File: src/rtl/mm_pkg.sv
// Shared definitions for the matrix multiply engine: reduction FSM state
// encodings and the overflow-free result-width helper used by adder users.
package mm_pkg;

  typedef enum logic [1:0] {
    IDLE = 2'd0,
    LOAD = 2'd1,
    ADD  = 2'd2,
    DONE = 2'd3
  } state_e;

  // Summing len terms of width bits never needs more than width + clog2(len) bits.
  function automatic int res_width(input int width, input int len);
    return width + $clog2(len);
  endfunction

endpackage

File: src/rtl/accumulate_sequencer_adder.sv
// noOverflowAdd: registered adder. The sum appears one cycle after a and b
// are sampled. Callers size S_WIDTH so the addition cannot overflow.
module noOverflowAdd #(
  parameter int A_WIDTH = 8,
  parameter int B_WIDTH = 8,
  parameter int S_WIDTH = 9
) (
  input  logic               clk,
  input  logic               rst,
  input  logic [A_WIDTH-1:0] a,
  input  logic [B_WIDTH-1:0] b,
  output logic [S_WIDTH-1:0] sum
);

  logic [S_WIDTH-1:0] sum_d;
  logic [S_WIDTH-1:0] sum_q;

  // Combinational sum, widened to the result width before adding.
  always_comb begin
    sum_d = S_WIDTH'(a) + S_WIDTH'(b);
  end

  // Output register: one cycle of adder latency.
  always_ff @(posedge clk or posedge rst) begin
    if (rst) sum_q <= '0;
    else     sum_q <= sum_d;
  end

  assign sum = sum_q;

endmodule

File: src/rtl/accumulate_sequencer.sv
// accumulate_sequencer: reduces LEN unsigned terms into one overflow-free sum
// using the shared registered adder. One term is taken every two cycles
// (LOAD then ADD) so accumulator feedback never races the adder register.
//
// Handshakes: a transfer happens on a rising edge where valid and ready are
// both high. in_ready is high only in LOAD; out_valid is high only in DONE and
// out_sum holds steady there until out_ready completes the transfer.
module accumulate_sequencer
  import mm_pkg::*;
#(
  parameter int WIDTH     = 8,
  parameter int LEN       = 8,
  parameter int RES_WIDTH = res_width(WIDTH, LEN)
) (
  input  logic                 clk,
  input  logic                 rst,
  input  logic                 start,
  input  logic                 in_valid,
  input  logic [WIDTH-1:0]     in_data,
  output logic                 in_ready,
  output logic                 out_valid,
  output logic [RES_WIDTH-1:0] out_sum,
  input  logic                 out_ready,
  output logic                 busy,
  output state_e               dbg_state
);

  localparam int             CW   = $clog2(LEN + 1);
  localparam logic [CW-1:0]  LAST = CW'(LEN - 1);

  state_e               state_q, state_d;
  logic [RES_WIDTH-1:0] acc_q, acc_d;
  logic [CW-1:0]        count_q, count_d;

  logic                 accept;
  logic [RES_WIDTH-1:0] add_b;
  logic [RES_WIDTH-1:0] add_sum;

  // A term is consumed only while LOAD presents in_ready.
  assign accept = (state_q == LOAD) && in_valid;
  // Feed zero unless a term is being accepted, so idle adder cycles are inert.
  assign add_b  = accept ? RES_WIDTH'(in_data) : '0;

  noOverflowAdd #(
    .A_WIDTH(RES_WIDTH),
    .B_WIDTH(RES_WIDTH),
    .S_WIDTH(RES_WIDTH)
  ) u_add (
    .clk (clk),
    .rst (rst),
    .a   (acc_q),
    .b   (add_b),
    .sum (add_sum)
  );

  // State, accumulator and term counter registers.
  always_ff @(posedge clk or posedge rst) begin
    if (rst) begin
      state_q <= IDLE;
      acc_q   <= '0;
      count_q <= '0;
    end else begin
      state_q <= state_d;
      acc_q   <= acc_d;
      count_q <= count_d;
    end
  end

  // Next-state, accumulator and counter logic.
  always_comb begin
    state_d = state_q;
    acc_d   = acc_q;
    count_d = count_q;
    case (state_q)
      IDLE: begin
        acc_d   = '0;
        count_d = '0;
        if (start) state_d = LOAD;
      end
      LOAD: begin
        if (in_valid) state_d = ADD;
      end
      ADD: begin
        // Adder registered acc + term on the LOAD edge; capture it now.
        acc_d   = add_sum;
        count_d = count_q + CW'(1);
        state_d = (count_q == LAST) ? DONE : LOAD;
      end
      DONE: begin
        // start is deliberately not looked at here; only IDLE samples it.
        if (out_ready) begin
          state_d = IDLE;
          acc_d   = '0;
          count_d = '0;
        end
      end
      default: state_d = IDLE;
    endcase
  end

  // All outputs decode straight from registers.
  assign in_ready  = (state_q == LOAD);
  assign out_valid = (state_q == DONE);
  assign busy      = (state_q != IDLE);
  assign out_sum   = (state_q == DONE) ? acc_q : '0;
  assign dbg_state = state_q;

endmodule

File: config.mk
export PLATFORM = sky130hd
export DESIGN_NAME = accumulate_sequencer
export DESIGN_NICKNAME = d
export VERILOG_FILES = /design/src/rtl/mm_pkg.sv /design/src/rtl/accumulate_sequencer_adder.sv /design/src/rtl/accumulate_sequencer.sv
export SDC_FILE = /design/constraint.sdc
export NUM_CORES = 1
export LEC_CHECK = 0
export ABC_CLOCK_PERIOD_IN_PS = 1900
export CAP_MARGIN = 20
export CORE_MARGIN = 4
export CORE_UTILIZATION = 30
export CTS_CLUSTER_DIAMETER = 50
export DETAILED_ROUTE_END_ITERATION = 8
export HOLD_SLACK_MARGIN = 0.05
export MAX_ROUTING_LAYER = met4
export PLACE_DENSITY = 0.53
export RECOVER_POWER = 50
export SLEW_MARGIN = 20
export SYNTH_ARGS = -nofsm -noshare
export SYNTH_HDL_FRONTEND = slang
export SYNTH_SLANG_ARGS = --single-unit
export TNS_END_PERCENT = 50
File: constraint.sdc
create_clock -name clk -period 1.9 [get_ports clk]
set_input_delay 0.285 -clock clk [delete_from_list [all_inputs] [get_ports clk]]
set_output_delay 0.285 -clock clk [all_outputs]
set_load 0.005 [all_outputs]
==> impl_metrics.ini, run 1 <==
[critical_path]
cp_top_family = adder cells
worst_path_max_delay_cell = dfrtp_1
rr_worst_depth = 9
critPathMaxFanout = 3
cp_num_cells = 9
cpMostUsedCell = nor2b_4
worstSetupEndpointType = flip-flop
critPathMaxStageDelay_ns = 0.42
critPathBufInv = 1
critPathKind = reg2reg
crit_arrival_ns = 2.13
setup.worst_path.start_class = flip-flop
required_ns = 2.08
path_cells = nor2b_4 -> and3_4 -> ha_4 -> inv_2 -> fa_2 -> nor2b_4 -> o31a_1 -> o21ai_2 -> o221ai_1

[yosys]
netlist_area_um2 = 1600
synth_top_family_by_area = compound AO/OA/AOI/OAI gates
synth_edf_count = 0
synth.area.mux_share = 0
synth.distinct_cells = 39
avgSynthCellArea_um2 = 10.2
yosysSeqAreaShare = 0.438
yosys_warnings = 0
ys.flop_type = dfrtp_1
async_reset_ff_frac = 1.00
yosys.area_share.simple = 0.200
synthXorXnorAreaFrac = 0.0328
synth.ff_latch_count = 28
synth.net_count = 180
synthCells = 157
synth_compound_area_frac = 0.201
synth_adder_area_share = 0.0828

[die]
io_pins = 29
die_y_um = 81.1
dieArea_um2 = 6570
initial_utilization = 0.312
num_rows = 26
coreArea_um2 = 5140
fp.dieW_um = 81.1

[routing]
viasPerCell = 4.94
vias = 1359
wl_um = 4110
wl_per_cell_um = 14.9
drtPass1Iterations = 4
drc = 0
drtIter0Drc = 34
ant_nets = 0

[timing]
worst_slack_ns = -0.0500
period_needed_ns = 1.95
tns_ns = -0.189
final_hold_viol_count = 0
maxSlewViolCount = 0
worstMarginPinSlew_ns = 0.707
rsz0062_at_grt = yes
fin_worst_skew_ns = 0.00872
slew_headroom = 0.528
fmax_mhz = 513
setup_violations = 7
post-route-period-util = 1.03

[cts]
cts.hold.buffers_added = 0
h-tree-depth = 1
clk_latency_ns = 0.27
cts_sinks = 28
clockBufferDepth = 2
path_clk_slew_ns = 0.08
cts_tree = yes
cts-root-buf = clkbuf_8
numCtsBuffers = 3

[power]
p_per_area_nw_per_um2 = 1000
ir_drop_mv = 0.413
power_leakage_uw = 0.00105

[hold_path]
worstHoldPathCells = 1
hp-class = reg2reg

[placed_design]
io_buffers = 28
place_congestion = 0.785
dp_hpwl_um = 2940
placed_area_um2 = 2080

[grt]
grt_antenna_before_repair = 0
grt_pass1_wl_um = 6780
grt-ovfl-total = 0
grt_pass1_vias = 1404
grt_max_degree = 29
track_usage = 0.135

[layout]
nets = 230
design_area_um2 = 2340
final_cell_mix = dfrtp_1, clkdlybuf4s50_1, buf_4
drive_above_1_share = 0.278
final_common_cell = dfrtp_1
area_growth_pct = 46.1
antenna_cells = 0
utilization = 0.455

[job]
drv_cap = 0

[run_status]
violations = setup timing
status = complete, but fails checks
==> what timing repair did <==
action | in CTS | in global routing
setup buffers | 4 | 3
endpoints found under the hold margin | 0 | 0
endpoints found under the setup margin | 9 | 20
resized for setup | 21 | 8
pin swaps | 10 | 8
==> logic make-up after synthesis <==
logic type	Yosys count
and+or+nand+nor	55
AOI/OAI and AO/OA	42
DFF	28
buffers and inverters	16
adders and majority gates	10
xor gates and xnor gates	6
==> report_power, final <==
part | switching [uW] | leakage, uW | internal [uW]
clock | 175 | 0.0000216 | 142
combinational | 574 | 0.000648 | 606
sequential | 104 | 0.000380 | 742
==> layer usage <==
metal  global-route usage  wire length (um)  vias to the layer above
met3               0.0122               133                        4
met2                0.225              2000                       30
met5                    -                 0                        -
met4               0.0355                34                        0
li1                     -                 -                      665
met1                0.176              1940                      660
==> layout make-up <==
class / instances / area (um2)
fill: 508 / 2800
multi-input combinational: 113 / 1000
sequential: 28 / 701
timing repair buffer: 53 / 474
tap: 70 / 87.6
clock buffer: 3 / 41.3
inverter: 8 / 32.5
==> worst register-to-register path, delay by kind of cell (launching register included) <==
family / cells / cell delay (ns)
AOI/OAI and AO/OA: 3 / 0.42
adders and majority gates: 2 / 0.50
buffers and inverters: 1 / 0.03
DFF: 1 / 0.42
and+or+nand+nor: 3 / 0.49
==> cell usage after synthesis, drive strengths merged, types with 4 or more instances <==
cell    instances  area [um2]
dfrtp          28         701
and3           19         119
a21oi          13        76.3
a22o           12         105
ha              9         113
inv             8        30.0
nor2            7        26.3
nand2           6        22.5
o21ai           6        33.8
nand3           5        25.0
nor2b           5        41.3
buf             4        27.5
clkbuf          4        16.3
nand3b          4        30.0
xnor2           4        35.0
==> final timing paths <==
path / startpoint / end / slack [ns]
max in group asynchronous: rst / dbg_state[1]$_DFFE_PP0P_ / 0.81
min in group asynchronous: rst / u_add.sum[6]$_DFF_PP0_ / 0.64
worst min register to register: u_add.sum[9]$_DFF_PP0_ / acc_q[9]$_DFFE_PP0P_ / 0.47
worst min-delay path: u_add.sum[9]$_DFF_PP0_ / acc_q[9]$_DFFE_PP0P_ / 0.47
worst max-delay path: dbg_state[1]$_DFFE_PP0P_ / u_add.sum[10]$_DFF_PP0_ / -0.05
worst max register to register: dbg_state[1]$_DFFE_PP0P_ / u_add.sum[10]$_DFF_PP0_ / -0.05
==> stage by stage <==
stage               std cells  hold slack [ns]  total power (uW)  worst slack [ns]
floorplan                 157            0.350              1430            -0.182
finish                    275            0.468              2340           -0.0500
detailed placement        265            0.450              1830            -0.420
global placement          265            0.446              1810            -0.400
CTS                       272            0.387              2300           -0.0509
global route              275            0.487              2510            -0.103
==> registers in the layout, summed over array words and instances (netlist names) <==
register   flops
acc_q         11
u_add.sum     11
count_q        4
dbg_state      2
(Power assumes the default switching activity.)
==> run 2: changes to the inputs <==
--- a/config.mk
+++ b/config.mk
@@ -15,6 +15,7 @@
 export MAX_ROUTING_LAYER = met4
 export PLACE_DENSITY = 0.53
 export RECOVER_POWER = 50
+export SKIP_LAST_GASP = 1
 export SLEW_MARGIN = 20
 export SYNTH_ARGS = -nofsm -noshare
 export SYNTH_HDL_FRONTEND = slang
==> run 2 against run 1 <==
Sequential power about the same. Largest power group unchanged. Clock power about the same. Global-route usage increased by 0.072 points. Non-clock buffer count is the same. Sequential share of layout area down 0.30 points. The flow still finishes with violations (setup timing). First-iteration DRC count rose by 76%. Critical path depth is 6 lower. Hold slack about the same. Routed wire length decreased by 1.1%. Register-to-register slack improved by 0.03 ns. Clock skew about the same.
==> impl_metrics.ini, run 2 (same netlist as run 1, synthesis figures left out) <==
[run_status]
status = complete, but fails checks
violations = setup timing

[routing]
ant_nets = 0
drtPass1Iterations = 4
wl_um = 4060
viasPerCell = 4.99
wl_per_cell_um = 14.8
drtIter0Drc = 60
vias = 1371
drc = 0

[timing]
setup_violations = 5
maxSlewViolCount = 0
post-route-period-util = 1.02
final_hold_viol_count = 0
worstMarginPinSlew_ns = 0.691
worst_slack_ns = -0.0317
whs_ns = 0.469
slew_headroom = 0.540
fin_worst_skew_ns = 0.00825
rsz0062_at_grt = yes
period_needed_ns = 1.93
fmax_mhz = 518

[cts]
cts_tree = yes
clk_latency_ns = 0.27
cts.hold.buffers_added = 0
cts_sinks = 28
h-tree-depth = 1
cts-root-buf = clkbuf_8
numCtsBuffers = 3
clockBufferDepth = 2
path_clk_slew_ns = 0.09

[grt]
grt_antenna_before_repair = 0
grt_pass1_vias = 1410
grt_max_degree = 29
grt_pass1_wl_um = 6820
grt-ovfl-total = 0
track_usage = 0.136

[critical_path]
critPathKind = reg2out
setup.worst_path.start_class = flip-flop
required_ns = 1.62
worstSetupEndpointType = primary output
critPathMaxFanout = 19
critPathMaxStageDelay_ns = 0.45
worst_path_max_delay_cell = clkdlybuf4s50_1
path_cells = buf_4 -> or2_2 -> clkdlybuf4s50_1
crit_arrival_ns = 1.65

[power]
ir_drop_mv = 0.413
p_per_area_nw_per_um2 = 995
power_leakage_uw = 0.00105
p_total_uw = 2350

[die]
fp.dieW_um = 81.1
die_y_um = 81.1
dieArea_um2 = 6570
io_pins = 29
initial_utilization = 0.312
num_rows = 26
coreArea_um2 = 5140

[placed_design]
dp_hpwl_um = 2940
place_congestion = 0.785
io_buffers = 28

[layout]
nets = 230
final_cell_mix = dfrtp_1, clkdlybuf4s50_1, buf_4
antenna_cells = 0
final_common_cell = dfrtp_1
drive_above_1_share = 0.283
area_growth_pct = 47.6
utilization = 0.460

[job]
drv_cap = 0

[hold_path]
hp-class = reg2reg
run 2: final cells by class:
type | instances | area (um2)
Multi-Input combinational cell | 113 | 1030
Tap cell | 70 | 87.6
Sequential cell | 28 | 701
Timing Repair Buffer | 53 | 478
Clock buffer | 3 | 41.3
Fill cell | 506 | 2780
Inverter | 8 | 30.0
run 2: metrics by stage:
| stage | worst slack [ns] | TNS, ns | cell area (um2) | cells |
|---|---|---|---|---|
| 6_report | -0.0317 | -0.0872 | 2360 | 275 |
| 5_1_grt | -0.102 | -1.42 | 2360 | 275 |
| 4_1_cts | -0.0509 | -0.227 | 2270 | 272 |
| 3_5_place_dp | -0.420 | -2.36 | 2080 | 265 |
| 3_3_place_gp | -0.400 | -2.26 | 2080 | 265 |
| 2_1_floorplan | -0.182 | -0.647 | 1630 | 157 |
run 2: path summary, 6_finish.rpt:
| kind | from | endpoint | slack [ns] | depth (start not counted) |
|---|---|---|---|---|
| worst max-delay path | dbg_state[1]$_DFFE_PP0P_ | busy | -0.03 | 3 |
| worst min-delay path | u_add.sum[9]$_DFF_PP0_ | acc_q[9]$_DFFE_PP0P_ | 0.47 | 1 |
| worst max register to register | dbg_state[1]$_DFFE_PP0P_ | u_add.sum[10]$_DFF_PP0_ | -0.02 | 9 |
| worst min register to register | u_add.sum[9]$_DFF_PP0_ | acc_q[9]$_DFFE_PP0P_ | 0.47 | 1 |
| max in group asynchronous | rst | u_add.sum[9]$_DFF_PP0_ | 0.83 | 3 |
| min in group asynchronous | rst | u_add.sum[6]$_DFF_PP0_ | 0.63 | 3 |
run 2: layer usage:
layer / up-vias / part of all wire / global-route usage / routed length (um)
met5: - / 0 / - / 0
met4: 0 / 0.0084 / 0.0355 / 34
met3: 4 / 0.034 / 0.0122 / 137
met2: 31 / 0.48 / 0.225 / 1940
met1: 672 / 0.48 / 0.178 / 1950
li1: 664 / - / - / -
run 2: timing repair:
item,4_1_cts,5_1_grt
setup endpoints to repair,9,20
hold endpoints to repair,0,0
pin swaps,10,10
gates resized for setup,20,12
buffers inserted,4,3
run 2: critical path: cells and delay by family (launching register included):
family	cells	cell delay, ns
buf+inv	2	0.66
flops	1	0.42
simple gates	1	0.30
run 2: power by group:
part | total (uW) | internal, uW | switching [uW] | leakage [uW]
Clock | 319 | 142 | 177 | 0.0000216
Sequential | 846 | 742 | 104 | 0.000380
Combinational | 1190 | 609 | 578 | 0.000652
